**src/rtl/tx_frame_sequencer.sv**
```systemverilog
// Transmit frame sequencer: preamble, SIGNAL word, SERVICE, payload and tail
// nibbles toward the TX chain, with request accept/reject and abort handling.
module tx_frame_sequencer (
   input  logic        clk,
   input  logic        rst_n,
   input  logic        tx_req,
   input  logic [3:0]  tx_rate,
   input  logic [11:0] tx_length,
   input  logic        tx_abort,
   input  logic [3:0]  pay_data,
   input  logic        pay_valid,
   output logic        pay_ready,
   output logic [3:0]  sym_data,
   output logic        sym_valid,
   input  logic        sym_ready,
   output logic [1:0]  sym_phase,
   output logic        scr_init,
   output logic        scr_en,
   output logic        tx_busy,
   output logic        tx_ack,
   output logic        tx_err,
   output logic        tx_done
);

   typedef enum logic [2:0] {
      S_IDLE, S_PREAMBLE, S_SIGNAL, S_SERVICE, S_PAYLOAD, S_TAIL
   } state_e;

   state_e      state_q, state_d;
   logic [12:0] cnt_q, cnt_d;
   logic [3:0]  rate_q, rate_d;
   logic [11:0] len_q, len_d;
   logic        ack_q, ack_d;
   logic        err_q, err_d;
   logic        done_q, done_d;
   logic        init_q, init_d;

   logic [23:0] sig_word;
   logic [3:0]  sig_nib;
   logic [12:0] pay_last;
   logic        xfer;

   function automatic logic [3:0] preamble_nibble(input logic [3:0] i);
      case (i)
         4'd0:    return 4'h1;
         4'd1:    return 4'hD;
         4'd2:    return 4'h5;
         4'd3:    return 4'hB;
         4'd4:    return 4'h3;
         4'd5:    return 4'hE;
         4'd6:    return 4'h6;
         4'd7:    return 4'h8;
         default: return 4'h0;
      endcase
   endfunction

   // Output decode; PAYLOAD is a straight pass-through of the data source.
   always_comb begin
      // NOTE: every output gets a default first so no path leaves it unassigned (no latches).
      sym_data  = 4'h0;
      sym_valid = 1'b0;
      pay_ready = 1'b0;
      sym_phase = 2'd3;
      scr_en    = 1'b0;
      sig_word  = {6'b0, ^{len_q, rate_q}, len_q, 1'b0, rate_q};
      case (cnt_q[2:0])
         3'd0:    sig_nib = sig_word[3:0];
         3'd1:    sig_nib = sig_word[7:4];
         3'd2:    sig_nib = sig_word[11:8];
         3'd3:    sig_nib = sig_word[15:12];
         3'd4:    sig_nib = sig_word[19:16];
         default: sig_nib = sig_word[23:20];
      endcase
      case (state_q)
         S_PREAMBLE: begin
            sym_valid = 1'b1;
            sym_data  = preamble_nibble(cnt_q[3:0]);
            sym_phase = 2'd0;
         end
         S_SIGNAL: begin
            sym_valid = 1'b1;
            sym_data  = sig_nib;
            sym_phase = 2'd1;
         end
         S_SERVICE: begin
            sym_valid = 1'b1;
            sym_phase = 2'd2;
            scr_en    = 1'b1;
         end
         S_PAYLOAD: begin
            sym_valid = pay_valid;
            sym_data  = pay_data;
            pay_ready = sym_ready & ~tx_abort;
            sym_phase = 2'd2;
            scr_en    = 1'b1;
         end
         S_TAIL: begin
            sym_valid = 1'b1;
            sym_phase = 2'd2;
         end
         default: ;
      endcase
   end

   assign xfer     = sym_valid & sym_ready;
   assign pay_last = {len_q, 1'b0} - 13'd1;
   assign tx_busy  = (state_q != S_IDLE);
   assign tx_ack   = ack_q;
   assign tx_err   = err_q;
   assign tx_done  = done_q;
   assign scr_init = init_q;

   always_comb begin
      state_d = state_q;
      cnt_d   = cnt_q;
      rate_d  = rate_q;
      len_d   = len_q;
      ack_d   = 1'b0;
      err_d   = 1'b0;
      done_d  = 1'b0;
      init_d  = 1'b0;
      // Abort wins over any transfer on the same cycle.
      if (state_q != S_IDLE && tx_abort) begin
         state_d = S_IDLE;
         cnt_d   = '0;
      end else begin
         case (state_q)
            S_IDLE: if (tx_req) begin
               if (tx_length != 12'd0 && tx_rate[0]) begin
                  state_d = S_PREAMBLE;
                  rate_d  = tx_rate;
                  len_d   = tx_length;
                  cnt_d   = '0;
                  ack_d   = 1'b1;
               end else begin
                  err_d = 1'b1;
               end
            end
            S_PREAMBLE: if (xfer) begin
               cnt_d = cnt_q + 13'd1;
               if (cnt_q == 13'd11) begin
                  state_d = S_SIGNAL;
                  cnt_d   = '0;
               end
            end
            S_SIGNAL: if (xfer) begin
               cnt_d = cnt_q + 13'd1;
               if (cnt_q == 13'd5) begin
                  state_d = S_SERVICE;
                  cnt_d   = '0;
                  init_d  = 1'b1;
               end
            end
            S_SERVICE: if (xfer) begin
               cnt_d = cnt_q + 13'd1;
               if (cnt_q == 13'd3) begin
                  state_d = S_PAYLOAD;
                  cnt_d   = '0;
               end
            end
            S_PAYLOAD: if (xfer) begin
               cnt_d = cnt_q + 13'd1;
               if (cnt_q == pay_last) begin
                  state_d = S_TAIL;
                  cnt_d   = '0;
               end
            end
            S_TAIL: if (xfer) begin
               cnt_d = cnt_q + 13'd1;
               if (cnt_q == 13'd1) begin
                  state_d = S_IDLE;
                  cnt_d   = '0;
                  done_d  = 1'b1;
               end
            end
            default: state_d = S_IDLE;
         endcase
      end
   end

   always_ff @(posedge clk) begin
      // NOTE: sequential state uses non-blocking assignments so all flops update together.
      if (!rst_n) begin
         state_q <= S_IDLE;
         cnt_q   <= '0;
         rate_q  <= '0;
         len_q   <= '0;
         ack_q   <= 1'b0;
         err_q   <= 1'b0;
         done_q  <= 1'b0;
         init_q  <= 1'b0;
      end else begin
         state_q <= state_d;
         cnt_q   <= cnt_d;
         rate_q  <= rate_d;
         len_q   <= len_d;
         ack_q   <= ack_d;
         err_q   <= err_d;
         done_q  <= done_d;
         init_q  <= init_d;
      end
   end

endmodule

```
**config.mk**
```make
export PLATFORM = sky130hd
export DESIGN_NAME = tx_frame_sequencer
export DESIGN_NICKNAME = d
export VERILOG_FILES = /design/src/rtl/tx_frame_sequencer.sv
export SDC_FILE = /design/constraint.sdc
export NUM_CORES = 1
export LEC_CHECK = 0
export CAP_MARGIN = 20
export CELL_PAD_IN_SITES_DETAIL_PLACEMENT = 1
export CELL_PAD_IN_SITES_GLOBAL_PLACEMENT = 1
export CORE_MARGIN = 2
export CORE_UTILIZATION = 41
export DETAILED_ROUTE_END_ITERATION = 7
export GPL_TIMING_DRIVEN = 0
export HOLD_SLACK_MARGIN = 0.1
export PLACE_DENSITY = 0.89
export SLEW_MARGIN = 20
export SYNTH_ARGS = -nofsm -noshare
export SYNTH_HDL_FRONTEND = slang
export SYNTH_SLANG_ARGS = --single-unit
```
**constraint.sdc**
```tcl
create_clock -name clk -period 4.3 [get_ports clk]
set_clock_uncertainty 0.2 [all_clocks]
set_input_delay 0.86 -clock clk [delete_from_list [all_inputs] [get_ports clk]]
set_output_delay 0.86 -clock clk [all_outputs]
set_load 0.02 [all_outputs]
```
==> metrics.log, run 1 <==
[metrics] most used flip-flop cell after synthesis: dfxtp_1
[metrics] clock latency at the later pin of the worst-skew pair: 0.30 ns
[metrics] uppermost signal routing layer after detailed routing: met4
[metrics] TritonCTS clock tree: done
[metrics] fillers: 781
[metrics] Critical Path Sink Type: output pin
[metrics] max-cap violations: 0
[metrics] global-route wire length before repair: 14.2 mm
[metrics] mean routed wirelength per cell: 18.6 um
[metrics] Mapped Nets: 371
[metrics] number of warnings issued by yosys: 0
[metrics] most frequent cells in the layout: dfxtp_1 (39), clkdlybuf4s50_1 (39), nor2_1 (32)
[metrics] die height: 85.4 um
[metrics] horizontal extent of the die: 85.4 um
[metrics] nature of the critical path startpoint: register
[metrics] number of top-level design ports: 40
[metrics] remaining global-route overflow: 0
[metrics] count of nets after finishing: 416
[metrics] count of vias placed by the detailed router: 2622
[metrics] dpl hpwl: 6.39 mm
[metrics] Clock Tree Buf Depth: 2
[metrics] Synth Instances: 332
[metrics] final clock period utilization by the worst path: 0.963
[metrics] Critical Path Start: len_q[5]
[metrics] RSZ-0062 raised after global routing: no
[metrics] number of CTS-inserted buffers: 5
[metrics] synthesized area per cell: 8.17 um2
[metrics] hold wc startpoint: rate_q[0]
[metrics] antenna violations before repair: 0
[metrics] Root Driver: clkbuf_8
[metrics] Pre-antenna DRT Iters: 4
[metrics] static leakage power: 1.39 nW
[metrics] core outline area: 6390 um2
[metrics] Slew @ Worst Pin: 0.660 ns
[metrics] Async SR Flop Fraction: 0
[metrics] Total Power: 0.959 mW
[metrics] layout cells sized above 1: 0.0688
[metrics] final-layout setup total negative slack: 0 ns
[metrics] final setup violation count: 0
[metrics] final weighted congestion in routability-driven placement: 0.831
[metrics] Max IR drop VDD: 0.000185 V
[metrics] Vias/cell: 5.76
[metrics] DRC Markers: 0
[metrics] class of the worst hold path: reg -> reg
[metrics] clock sink count: 40
[metrics] synthesized area: 2710 um2
[metrics] die area: 7290 um2
[metrics] initial DRC count: 162
[metrics] post-route ant nets: 0
[metrics] vias in the first global route: 2851
[metrics] critical path type: reg -> out
[metrics] min cycle time layout: 4.14 ns
[metrics] crit path DAT: 3.08 ns
[metrics] hold_buf cts: 0
[metrics] gr usage total: 0.244
[metrics] initial cell density of the core: 0.425
[metrics] status: finished clean
[metrics] length of routed wiring on met1: 3.57 mm
[metrics] metal3 WL: 347 um
[metrics] power density relative to cell area: 289 nW/um2
[metrics] total inserted antenna cells: 0
[metrics] H-Tree Level Count: 2
[metrics] max_slew headroom: 0.557
[metrics] Highest Clock Rate: 0.241 GHz
[metrics] critical register-to-register path startpoint: cnt_q[1]
[metrics] endpoint required time on the critical path: 3.24 ns
[metrics] number of flops mapped to enable cells by yosys: 0
[metrics] post-detailed-routing wire length: 8.44 mm
[metrics] number of max-slew violations in the final report: 0
[metrics] clock transition at the register clock pins on the worst setup and hold paths after CTS: 0.09 ns
[metrics] met2 routed wirelength: 4.36 mm
[metrics] Seq cells post-synth: 40
[metrics] final number of hold-violating endpoints: 0
[metrics] number of distinct library cell variants in the gate-level netlist after synthesis: 52
[metrics] count of buffers from port buffering: 39
[metrics] Area growth, synth to finish: 22.2%
[metrics] pin count of the biggest net entering global routing: 14
[metrics] sequential-to-total area share from yosys stat: 0.295
[metrics] maximum fanout along the worst path: 7
[metrics] total number of placement rows: 29
## worst paths after layout
check                      to  slack [ns]  cells past startpoint
hold / removal      rate_q[0]        0.31                      2
setup / recovery  sym_data[1]        0.16                     11
hold reg to reg     rate_q[0]        0.31                      2
setup reg to reg     register        0.70                     12
## registers in the layout (all words and copies together) (netlist names), named ones only
| register | flops |
|---|---|
| tx_done | 1 |
| tx_err | 1 |
| len_q | 12 |
| tx_ack | 1 |
| rate_q | 4 |
| state_q | 3 |
| scr_init | 1 |
| cnt_q | 13 |
## what timing repair did
| action | CTS | global route |
|---|---|---|
| buffers inserted | 0 | 0 |
| endpoints found under the setup margin | 0 | 1 |
| gates resized for setup | 0 | 2 |
## routing by layer
metal | track usage | vias up
met2 | 0.445 | 76
met4 | 0.0765 | 0
met1 | 0.292 | 1278
li1 | - | 1252
met3 | 0.0360 | 16
met5 | 0 | -
## logic make-up (layout without fill, tap and decap cells)
group,after synthesis,after routing,share of synthesized area
DFF,40,40,0.295
and+or+nand+nor,116,116,0.227
xor gates and xnor gates,32,32,0.103
adders and majority gates,13,13,0.0599
muxes,21,21,0.0775
AOI/OAI and AO/OA,64,64,0.163
buffers and inverters,46,92,0.0742
## cell type report
cell class,instances,area [um2],share of cell area
buffer,19,100,0.0302
clock buffer,5,68.8,0.0208
clock inverter,3,42.5,0.0128
inverter,26,97.6,0.0294
multi-input combinational,246,1720,0.518
sequential,40,802,0.242
tap,77,96.3,0.0291
timing repair buffer,39,390,0.118
## stage by stage
stage | worst slack, ns | utilization | instance area (um2) | cells | hold slack (ns)
after CTS | 0.0484 | 0.519 | 3310 | 456 | 0.316
after global placement | 0.468 | 0.501 | 3200 | 448 | 0.278
after floorplan | 1.11 | - | 2710 | 332 | 0.251
final | 0.159 | 0.519 | 3320 | 455 | 0.311
after global routing | 0.000493 | 0.519 | 3320 | 455 | 0.350
after detailed placement | 0.432 | 0.501 | 3200 | 448 | 0.294
## worst max-delay path: stages, from the launching register on
cell	delay (ns)
dfxtp_1	0.52
inv_1	0.08
ha_1	0.31
xnor2_1	0.19
xnor2_1	0.16
xnor2_1	0.16
xnor2_1	0.15
nand3_1	0.09
o21ai_0	0.10
a21oi_1	0.07
o21ai_0	0.28
clkdlybuf4s50_1	0.66
## synth_stat cells, types with 2 or more instances
cell      number  share of area
dfxtp_1       40           0.30
nor2_1        32          0.044
inv_1         25          0.035
mux2i_1       21          0.077
xnor2_1       21          0.068
a21oi_1       20          0.037
nand2_1       16          0.022
o21ai_0       16          0.030
nand3_1       14          0.026
ha_1          13          0.060
xor2_1        11          0.035
clkbuf_1      10          0.014
and3_1         8          0.018
nor4_1         8          0.018
a22oi_1        7          0.019
nor2b_1        6          0.014
nand2b_1       5          0.012
nor3_1         5         0.0092
a222oi_1       3          0.011
a22o_1         3         0.0097
buf_2          3         0.0055
nand3b_1       3         0.0083
a211o_1        2         0.0065
a31oi_1        2         0.0046
and2_1         2         0.0046
buf_4          2         0.0055
buf_6          2         0.0083
clkbuf_2       2         0.0037
nand4_1        2         0.0046
nand4b_1       2         0.0065
nor3b_1        2         0.0055
nor4b_1        2         0.0065
o211ai_1       2         0.0055
or2_2          2         0.0046
## power by group
part           switching [mW]  internal [mW]  leakage, nW
clock network           0.151          0.172       0.0541
logic                   0.127          0.112         1.01
registers              0.0155          0.382        0.325
Power figures use the tool's default switching activity.
==> run 2: changes to the inputs <==
==> constraint.sdc (replaced) <==
create_clock -name clk -period 4.3 [get_ports clk]
set_clock_uncertainty 0.2 [all_clocks]
set_input_delay 1.075 -clock clk [delete_from_list [all_inputs] [get_ports clk]]
set_output_delay 1.075 -clock clk [all_outputs]
set_load 0.02 [all_outputs]
==> run 2 against run 1 <==
Effect of this change:
- global-route usage did not move
- critical path depth did not move
- die area did not move
- non-clock buffer count did not move
- count of clock-buffer cells in the layout did not move
- largest cell class unchanged
==> metrics.log, run 2 (synthesized netlist as in run 1, its figures left out) <==
[metrics] Pre-antenna DRT Iters: 5
[metrics] total number of placement rows: 29
[metrics] final clock period utilization by the worst path: 0.944
[metrics] initial cell density of the core: 0.425
[metrics] Area growth, synth to finish: 22.1%
[metrics] vias in the first global route: 2850
[metrics] die area: 7290 um2
[metrics] Highest Clock Rate: 0.246 GHz
[metrics] buffers inserted by post-CTS timing repair: 0
[metrics] count of nets after finishing: 416
[metrics] placed cell count: 448
[metrics] hold_buf cts: 0
[metrics] clock sink count: 40
[metrics] initial DRC count: 162
[metrics] max-cap violations: 0
[metrics] count of buffers from port buffering: 39
[metrics] power density relative to cell area: 289 nW/um2
[metrics] Max IR drop VDD: 0.000185 V
[metrics] endpoint required time on the critical path: 3.02 ns
[metrics] remaining global-route overflow: 0
[metrics] min cycle time layout: 4.06 ns
[metrics] flip-flop count of the largest register, all copies and words added: 13
[metrics] class of the worst hold path: reg -> reg
[metrics] final weighted congestion in routability-driven placement: 0.831
[metrics] critical path type: reg -> out
[metrics] status: finished clean
[metrics] number of CTS-inserted buffers: 5
[metrics] registers with the most flip-flops: cnt_q (13), len_q (12), rate_q (4)
[metrics] number of top-level design ports: 40
[metrics] post-detailed-routing wire length: 8.46 mm
[metrics] core outline area: 6390 um2
[metrics] TritonCTS clock tree: done
[metrics] final number of hold-violating endpoints: 0
[metrics] count of vias placed by the detailed router: 2634
[metrics] RSZ-0062 raised after global routing: no
[metrics] clock transition at the register clock pins on the worst setup and hold paths after CTS: 0.08 ns
[metrics] DRC Markers: 0
[metrics] crit path DAT: 2.78 ns
[metrics] fillers: 782
[metrics] die height: 85.4 um
[metrics] Vias/cell: 5.79
[metrics] mean routed wirelength per cell: 18.6 um
[metrics] Slew @ Worst Pin: 0.677 ns
[metrics] Critical Path Sink Type: output pin
[metrics] final standard cell utilization of the core: 0.519
[metrics] antenna violations before repair: 0
[metrics] most frequent cells in the layout: dfxtp_1 (39), clkdlybuf4s50_1 (38), nor2_1 (32)
[metrics] static leakage power: 1.39 nW
[metrics] Clock Tree Buf Depth: 2
[metrics] clock latency at the later pin of the worst-skew pair: 0.30 ns
[metrics] final setup violation count: 0
[metrics] number of max-slew violations in the final report: 0
[metrics] total inserted antenna cells: 0
[metrics] dpl hpwl: 6.39 mm
[metrics] max_slew headroom: 0.545
[metrics] pin count of the biggest net entering global routing: 14
[metrics] final-layout setup total negative slack: 0 ns
[metrics] gr usage total: 0.244
[metrics] layout cells sized above 1: 0.0688
[metrics] final setup slack of the worst path: 0.240 ns
[metrics] horizontal extent of the die: 85.4 um
[metrics] maximum fanout along the worst path: 5
[metrics] non-filler instance count after layout: 455
[metrics] H-Tree Level Count: 2
[metrics] global-route wire length before repair: 14.2 mm
[metrics] post-route ant nets: 0
[metrics] most common cell after layout, fill and taps aside: dfxtp_1
[metrics] largest register by flop count: cnt_q
[metrics] Worst Setup Slack post-DPL: 0.217 ns
[metrics] nature of the critical path startpoint: register
[metrics] Fin Hold WS: 0.311 ns
[metrics] Root Driver: clkbuf_8
-- run 2: cell count changes in the layout (fill, tap and decap cells not counted), sizes merged --
cell,before,now
clkdlybuf4s50,39,38
dlygate4sd2,0,1
-- run 2: layout make-up --
type / instances / area, um2 / share of cell area
Multi-Input combinational cell: 246 / 1720 / 0.518
Sequential cell: 40 / 802 / 0.242
Timing Repair Buffer: 39 / 389 / 0.117
Buffer: 19 / 100 / 0.0302
Inverter: 26 / 97.6 / 0.0294
Tap cell: 77 / 96.3 / 0.0291
Clock buffer: 5 / 68.8 / 0.0208
Clock inverter: 3 / 42.5 / 0.0128
-- run 2: metal layers --
metal | global-route usage | up-vias | wire [um]
li1 | - | 1252 | -
met1 | 0.292 | 1284 | 3550
met2 | 0.445 | 82 | 4380
met3 | 0.0360 | 16 | 361
met4 | 0.0765 | 0 | 170
met5 | 0 | - | 0
-- run 2: repair_timing --
item | in CTS | in global routing
setup endpoints to repair | 1 | 3
pin swaps | 0 | 0
resized for setup | 2 | 1
cloned | 0 | 0
-- run 2: critical path: stages (launching register included) --
cell and delay [ns]:
dfxtp_1 0.45, inv_1 0.09, ha_1 0.34, xnor2_1 0.22, xnor2_1 0.16, xnor2_1 0.16
xnor2_1 0.15, nand3_1 0.09, o21ai_0 0.10, a21oi_1 0.07, o21ai_0 0.27, dlygate4sd2_1 0.37
-- run 2: power breakdown --
group          internal (mW)  switching [mW]  total (mW)  leakage [nW]
logic                  0.112           0.127       0.239          1.01
clock network          0.172           0.150       0.322        0.0541
registers              0.382          0.0155       0.397         0.325
total                  0.666           0.293       0.959          1.39
-- run 2: path summary, 6_finish.rpt --
| check | from | end | slack (ns) | cells past startpoint |
|---|---|---|---|---|
| max | len_q[0] | sym_data[1] | 0.24 | 11 |
| max reg2reg | cnt_q[1] | register | 0.69 | 12 |
| min | rate_q[0] | rate_q[0] | 0.31 | 2 |
| min reg2reg | rate_q[0] | rate_q[0] | 0.31 | 2 |
-- run 2: through the flow --
stage                     total power [mW]  cell area, um2
after detailed placement             0.639            3200
after global routing                 0.996            3310
after global placement               0.628            3200
final                                0.959            3310
after CTS                            0.959            3310
after floorplan                      0.556            2710
==> RTL change 1: new RTL, flow settings as in run 2 <==
The 6 states of `state_e` get a one-hot encoding in 6 bits.
--- a/src/rtl/tx_frame_sequencer.sv
+++ b/src/rtl/tx_frame_sequencer.sv
@@ -22,8 +22,8 @@
    output logic        tx_done
 );
 
-   typedef enum logic [2:0] {
-      S_IDLE, S_PREAMBLE, S_SIGNAL, S_SERVICE, S_PAYLOAD, S_TAIL
+   typedef enum logic [5:0] {
+      S_IDLE = 6'b000001, S_PREAMBLE = 6'b000010, S_SIGNAL = 6'b000100, S_SERVICE = 6'b001000, S_PAYLOAD = 6'b010000, S_TAIL = 6'b100000
    } state_e;
 
    state_e      state_q, state_d;
Formal check against the unedited RTL: no difference found for any inputs over 10 cycles, from zero or initial values and one cycle with rst_n low; not proved beyond that.
==> RTL change 1 against run 2 <==
Die area increased by 8.5%. Sequential cell count is 3 higher. Cell area is 7.7% higher. Critical endpoint is now sym_data[0]. Cell count increased by 14%. Wire length up 14%. Critical path type unchanged. Global-route usage up 1.5 points. Via count grew 19%. Synthesized area increased by 8.9%. Setup slack worse by 0.098 ns. Register-to-register slack gained 0.24 ns. Sequential share of layout area rose by 0.066 points.
Power is not compared: it rests on default switching activity, and its combinational part moved more than twofold at a synthesized area within 25%.
==> RTL change 1: results (changes against run 2) <==
| Metric | Value |
|---|---|
| Crit path launch | state_q[1] |
| Post-synth top cells | 58 x nand2_1, 43 x dfxtp_1, 21 x inv_1, 17 x nor2_1, 17 x xnor2_1 |
| Fillcell total | 829 (+6.0%) |
| WL/cell | 18.6 um (about the same) |
| Number of DRC markers in iteration 0 | 169 (+4.3%) |
| Synth Area in Compound Gates | 0.252 (+0.0887) |
| Length of routed met3 wiring | 452 um (+25%) |
| Reg2Reg Depth | 9 (-3) |
| RR Startpoint | len_q[2] |
| First-pass GRT wire length | 15800 um (+11%) |
| Initial DRT Pass Iterations | 7 (+2) |
| M2 GR Usage | 0.450 (+0.00519) |
| Worst Hold Launch | rate_q[1] |
| Met3 GRT Util | 0.0342 (-0.00183) |
| Pre-CTS setup slack | -0.0182 ns (-0.235 ns) |
| Dominant cells by area after synthesis | dfxtp_1 29%, nand2_1 7.4%, ha_1 5.5%, xnor2_1 5.0%, a21boi_0 4.1% |
| Area share of xor/xnor cells in the synthesized design | 0.0830 (-0.0203) |
| Routed vias | 3129 (+19%) |
| WL met1 | 4380 um (+23%) |
| Layout cells sized above 1 | 0.0590 (-0.00982) |
| Met2 Wirelength | 4690 um (+7.1%) |
| Syn_nets | 416 (+12%) |
| CP delay by family, top | buffers and inverters |
| Post-synthesis sequential area ratio | 0.291 (-0.00379) |
| Slew @ Worst Pin | 0.920 ns (+0.243 ns) |
| Hold Worst Slack | 0.316 ns (+0.00494 ns) |
| Peak Freq | 240 MHz (-2.4%) |
| Biggest regs | cnt_q (13), len_q (12), state_q (6) |
| Post-synthesis mux area share | 0.0106 (-0.0669) |
| Distinct cells, synth | 56 (+7.7%) |
| Outcome | completed |
| CP endpoint | sym_data[0] |
| M1 GR Usage | 0.330 (+0.0382) |
| Post_cts resized | 0 (-2) |
| Crit path arrival time | 2.88 ns (+0.10 ns) |
| Critical path fanouts, max | 10 (+5) |
| GRT Overall Usage | 0.259 (+0.0152) |
| GPL Wtd Cong | 0.888 (+6.8%) |
| Vias in the first global route | 3243 (+14%) |
| Dpl hpwl | 7430 um (+16%) |
| Hold EP | rate_q[1] |
| Max stage delay cell, worst path | clkdlybuf4s50_1 |
| R2r setup slk | 0.93 ns (+0.24 ns) |
| NumNets Final | 462 (+11%) |
-- RTL change 1: per-stage QoR --
stage	power, mW	instance area (um2)	cells
floorplan	0.832	2960	377
global route	1.35	3570	520
finish	1.29	3570	520
global placement	0.971	3470	512
detailed placement	0.993	3470	512
CTS	1.28	3560	520
-- RTL change 1: cell type report --
class                           instances  share of cell area
Multi-Input combinational cell        297               0.546
Clock buffer                            7              0.0242
Tap cell                               96              0.0337
Timing Repair Buffer                   39               0.110
Clock inverter                          1             0.00245
Buffer                                 16              0.0186
Inverter                               21              0.0221
Sequential cell                        43               0.243
-- RTL change 1: power groups by stage --
stage | sequential, mW | combinational, mW | clock [mW]
6_report | 0.476 | 0.525 | 0.287
5_1_grt | 0.481 | 0.571 | 0.302
4_1_cts | 0.473 | 0.520 | 0.285
3_5_place_dp | 0.483 | 0.511 | 0
3_3_place_gp | 0.479 | 0.491 | 0
2_1_floorplan | 0.468 | 0.364 | 0
==> RTL change 2: new RTL, settings of run 2 <==
Without the edit above. Register the output `tx_err` once more, without a reset; this adds one clock of latency there. The other outputs are not delayed to match.
--- a/src/rtl/tx_frame_sequencer.sv
+++ b/src/rtl/tx_frame_sequencer.sv
@@ -106,7 +106,9 @@
    assign pay_last = {len_q, 1'b0} - 13'd1;
    assign tx_busy  = (state_q != S_IDLE);
    assign tx_ack   = ack_q;
-   assign tx_err   = err_q;
+   always_ff @(posedge clk) begin
+      tx_err <= err_q;
+   end
    assign tx_done  = done_q;
    assign scr_init = init_q;
 
Formal check against the unedited RTL: not equivalent (Yosys sat finds a counterexample within 4 cycles, from zero or initial values and one cycle with rst_n low).
==> RTL change 2 against run 2 <==
The flow now finishes with violations (setup timing). Sequential cell count rose by 1. Setup slack lost 0.29 ns. Wire length grew 6.0%. Cell area grew 1.6%. Synthesized area decreased by 0.74%. Critical path depth is the same.
Power is not compared: it rests on default switching activity, and its combinational part moved more than twofold at a synthesized area within 25%.
==> RTL change 2: results (changes against run 2) <==
| Metric | Value |
|---|---|
| CTS buffer count | 5 (unchanged) |
| GPL Wtd Cong | 0.871 (+4.8%) |
| Biggest regs | cnt_q (13), len_q (12), rate_q (4) |
| CTS clk-pin slew, worst paths | approximately 0.090 ns |
| Number of DRC markers in iteration 0 | 167 (+3.1%) |
| Critical path fanouts, max | 5 (unchanged) |
| Clock latency on the worst-skew pair | 0.31 ns |
| Failing checks | setup timing |
| Fillcell total | 776 (-0.77%) |
| Largest net degree at the start of global routing | 14 (unchanged) |
| Crit path arrival time | 3.07 ns (+0.29 ns) |
| Vias in the first global route | 2791 (-2.1%) |
| CTS Hold Bufs | 0 (unchanged) |
| Layout cells sized above 1 | 0.0853 (+0.0166) |
| Distinct cells, synth | 55 (+5.8%) |
| Max reg flops | 13 (unchanged) |
| Slew @ Worst Pin | 0.731 ns (+0.0547 ns) |
| CP delay by family, top | XOR/XNOR gates |
| Syn_nets | 362 (-2.4%) |
| Post-synth top cells | 41 x dfxtp_1, 27 x nor2_1, 23 x o21ai_0, 21 x inv_1, 19 x nand2_1 |
| Clock root cell | clkbuf_8 |
| Dpl hpwl | 5960 um (-6.7%) |
| Worst Slack Setup Final | -0.0488 ns (-0.289 ns) |
| VDD IR max | around 0.22 mV |
| Final setup fails | 1 (+1) |
| Post-synth ARST share | 0 (unchanged) |
| First-pass GRT wire length | 13200 um (-6.7%) |
| Max stage delay cell, worst path | dfxtp_1 |
| Diodes inserted | 0 (unchanged) |
| Ys flop type | dfxtp_1 |
| CTS H-tree lvls | 2 (unchanged) |
| NumNets Final | 413 (-0.72%) |
| Setup tns final | -0.0488 ns (-0.0488 ns) |
| GRT Overall Usage | 0.228 (-0.0156) |
| Post-synthesis sequential area ratio | 0.305 (+0.00962) |
| Pleak | around 1.4 nW |
| WL/cell | 19.8 um (+6.7%) |
| Switching share of power | 0.364 |
| Outcome | complete, but fails checks |
| Crit-path max cell delay | 0.50 ns (+0.05 ns) |
| Placement-stage cell area | 0.00318 mm2 (-0.63%) |
| CTS max path bufs | 2 (unchanged) |
| Input/output buffers | 39 (unchanged) |
| Dominant cells by area after synthesis | dfxtp_1 30%, mux2i_1 6.7%, ha_1 6.0%, xor2_1 5.5%, xnor2_1 4.9% |
| Vias per Instance | 5.83 (+0.66%) |
| Initial DRT Pass Iterations | 5 (unchanged) |
==> RTL change 2: cell types whose count changed after synthesis, sizes merged, moves of 4 or more <==
cell / run 2 / this run
and2: 3 / 8
or4: 1 / 5
a21oi: 20 / 10
inv: 25 / 21
xor2: 11 / 17
a21o: 0 / 6
nor4: 8 / 4
o21ai: 16 / 25
nor2: 33 / 27
xnor2: 21 / 15
==> RTL change 2: layout make-up <==
class                      count  area share
sequential                    41       0.244
multi-input combinational    244       0.506
buffer                        16      0.0308
clock inverter                 3      0.0193
clock buffer                   5      0.0204
timing repair buffer          44       0.127
inverter                      22      0.0245
tap                           77      0.0286
==> RTL change 2: power groups by stage <==
stage | clock network [mW] | logic, mW | registers [mW]
floorplan | 0 | 0.376 | 0.446
global placement | 0 | 0.518 | 0.459
detailed placement | 0 | 0.542 | 0.460
CTS | 0.372 | 0.553 | 0.452
global route | 0.396 | 0.632 | 0.460
finish | 0.377 | 0.588 | 0.456
==> RTL change 2: cell families after synthesis <==
kind of cell	Yosys count	synth area share
compound gates	65	0.159
flops	41	0.305
mux	20	0.0752
simple gates	114	0.228
xor+xnor	32	0.104
fa+ha+maj	13	0.0604
buf+inv	38	0.0683
==> RTL change 2: worst reg2reg max path, delay by kind of cell (launching register included) <==
family	cells	cell delay, ns
AND/OR/NAND/NOR	4	1.35
adder cells (fa/ha/maj)	1	0.19
AO/OA/AOI/OAI	3	1.07
flip-flops	1	0.41
multiplexers	1	0.26
==> RTL change 2: what timing repair did <==
item / 4_1_cts / 5_1_grt
gates resized for setup: 2 / 3
setup endpoints to repair: 2 / 1
buffers inserted: 0 / 5
gates cloned: 0 / 0
==> RTL change 2: final timing paths <==
path	start	end	slack, ns	depth (start not counted)
worst min register to register	err_q	tx_err	0.14	0
worst max register to register	len_q[4]	flip-flop	0.72	9
worst max-delay path	len_q[0]	sym_data[1]	-0.05	11
worst min-delay path	err_q	tx_err	0.14	0
==> RTL change 2: routing by layer <==
layer / vias up / track usage / routed length, um
li1: 1234 / - / -
met1: 1302 / 0.267 / 3780
met2: 75 / 0.423 / 4530
met3: 23 / 0.0311 / 397
met4: 0 / 0.0808 / 250
met5: - / 0 / 0
==> RTL change 2: through the flow <==
| stage | setup slack (ns) | hold slack [ns] | total power, mW | util | std cells |
|---|---|---|---|---|---|
| final | -0.0488 | 0.142 | 1.42 | 0.530 | 452 |
| after CTS | 0.0306 | 0.141 | 1.38 | 0.523 | 447 |
| after global placement | -0.205 | 0.112 | 0.976 | 0.501 | 439 |
| after floorplan | 0.571 | 0.110 | 0.822 | - | 323 |
| after detailed placement | -0.409 | 0.121 | 1.00 | 0.501 | 439 |
| after global routing | -0.0678 | 0.153 | 1.49 | 0.530 | 452 |
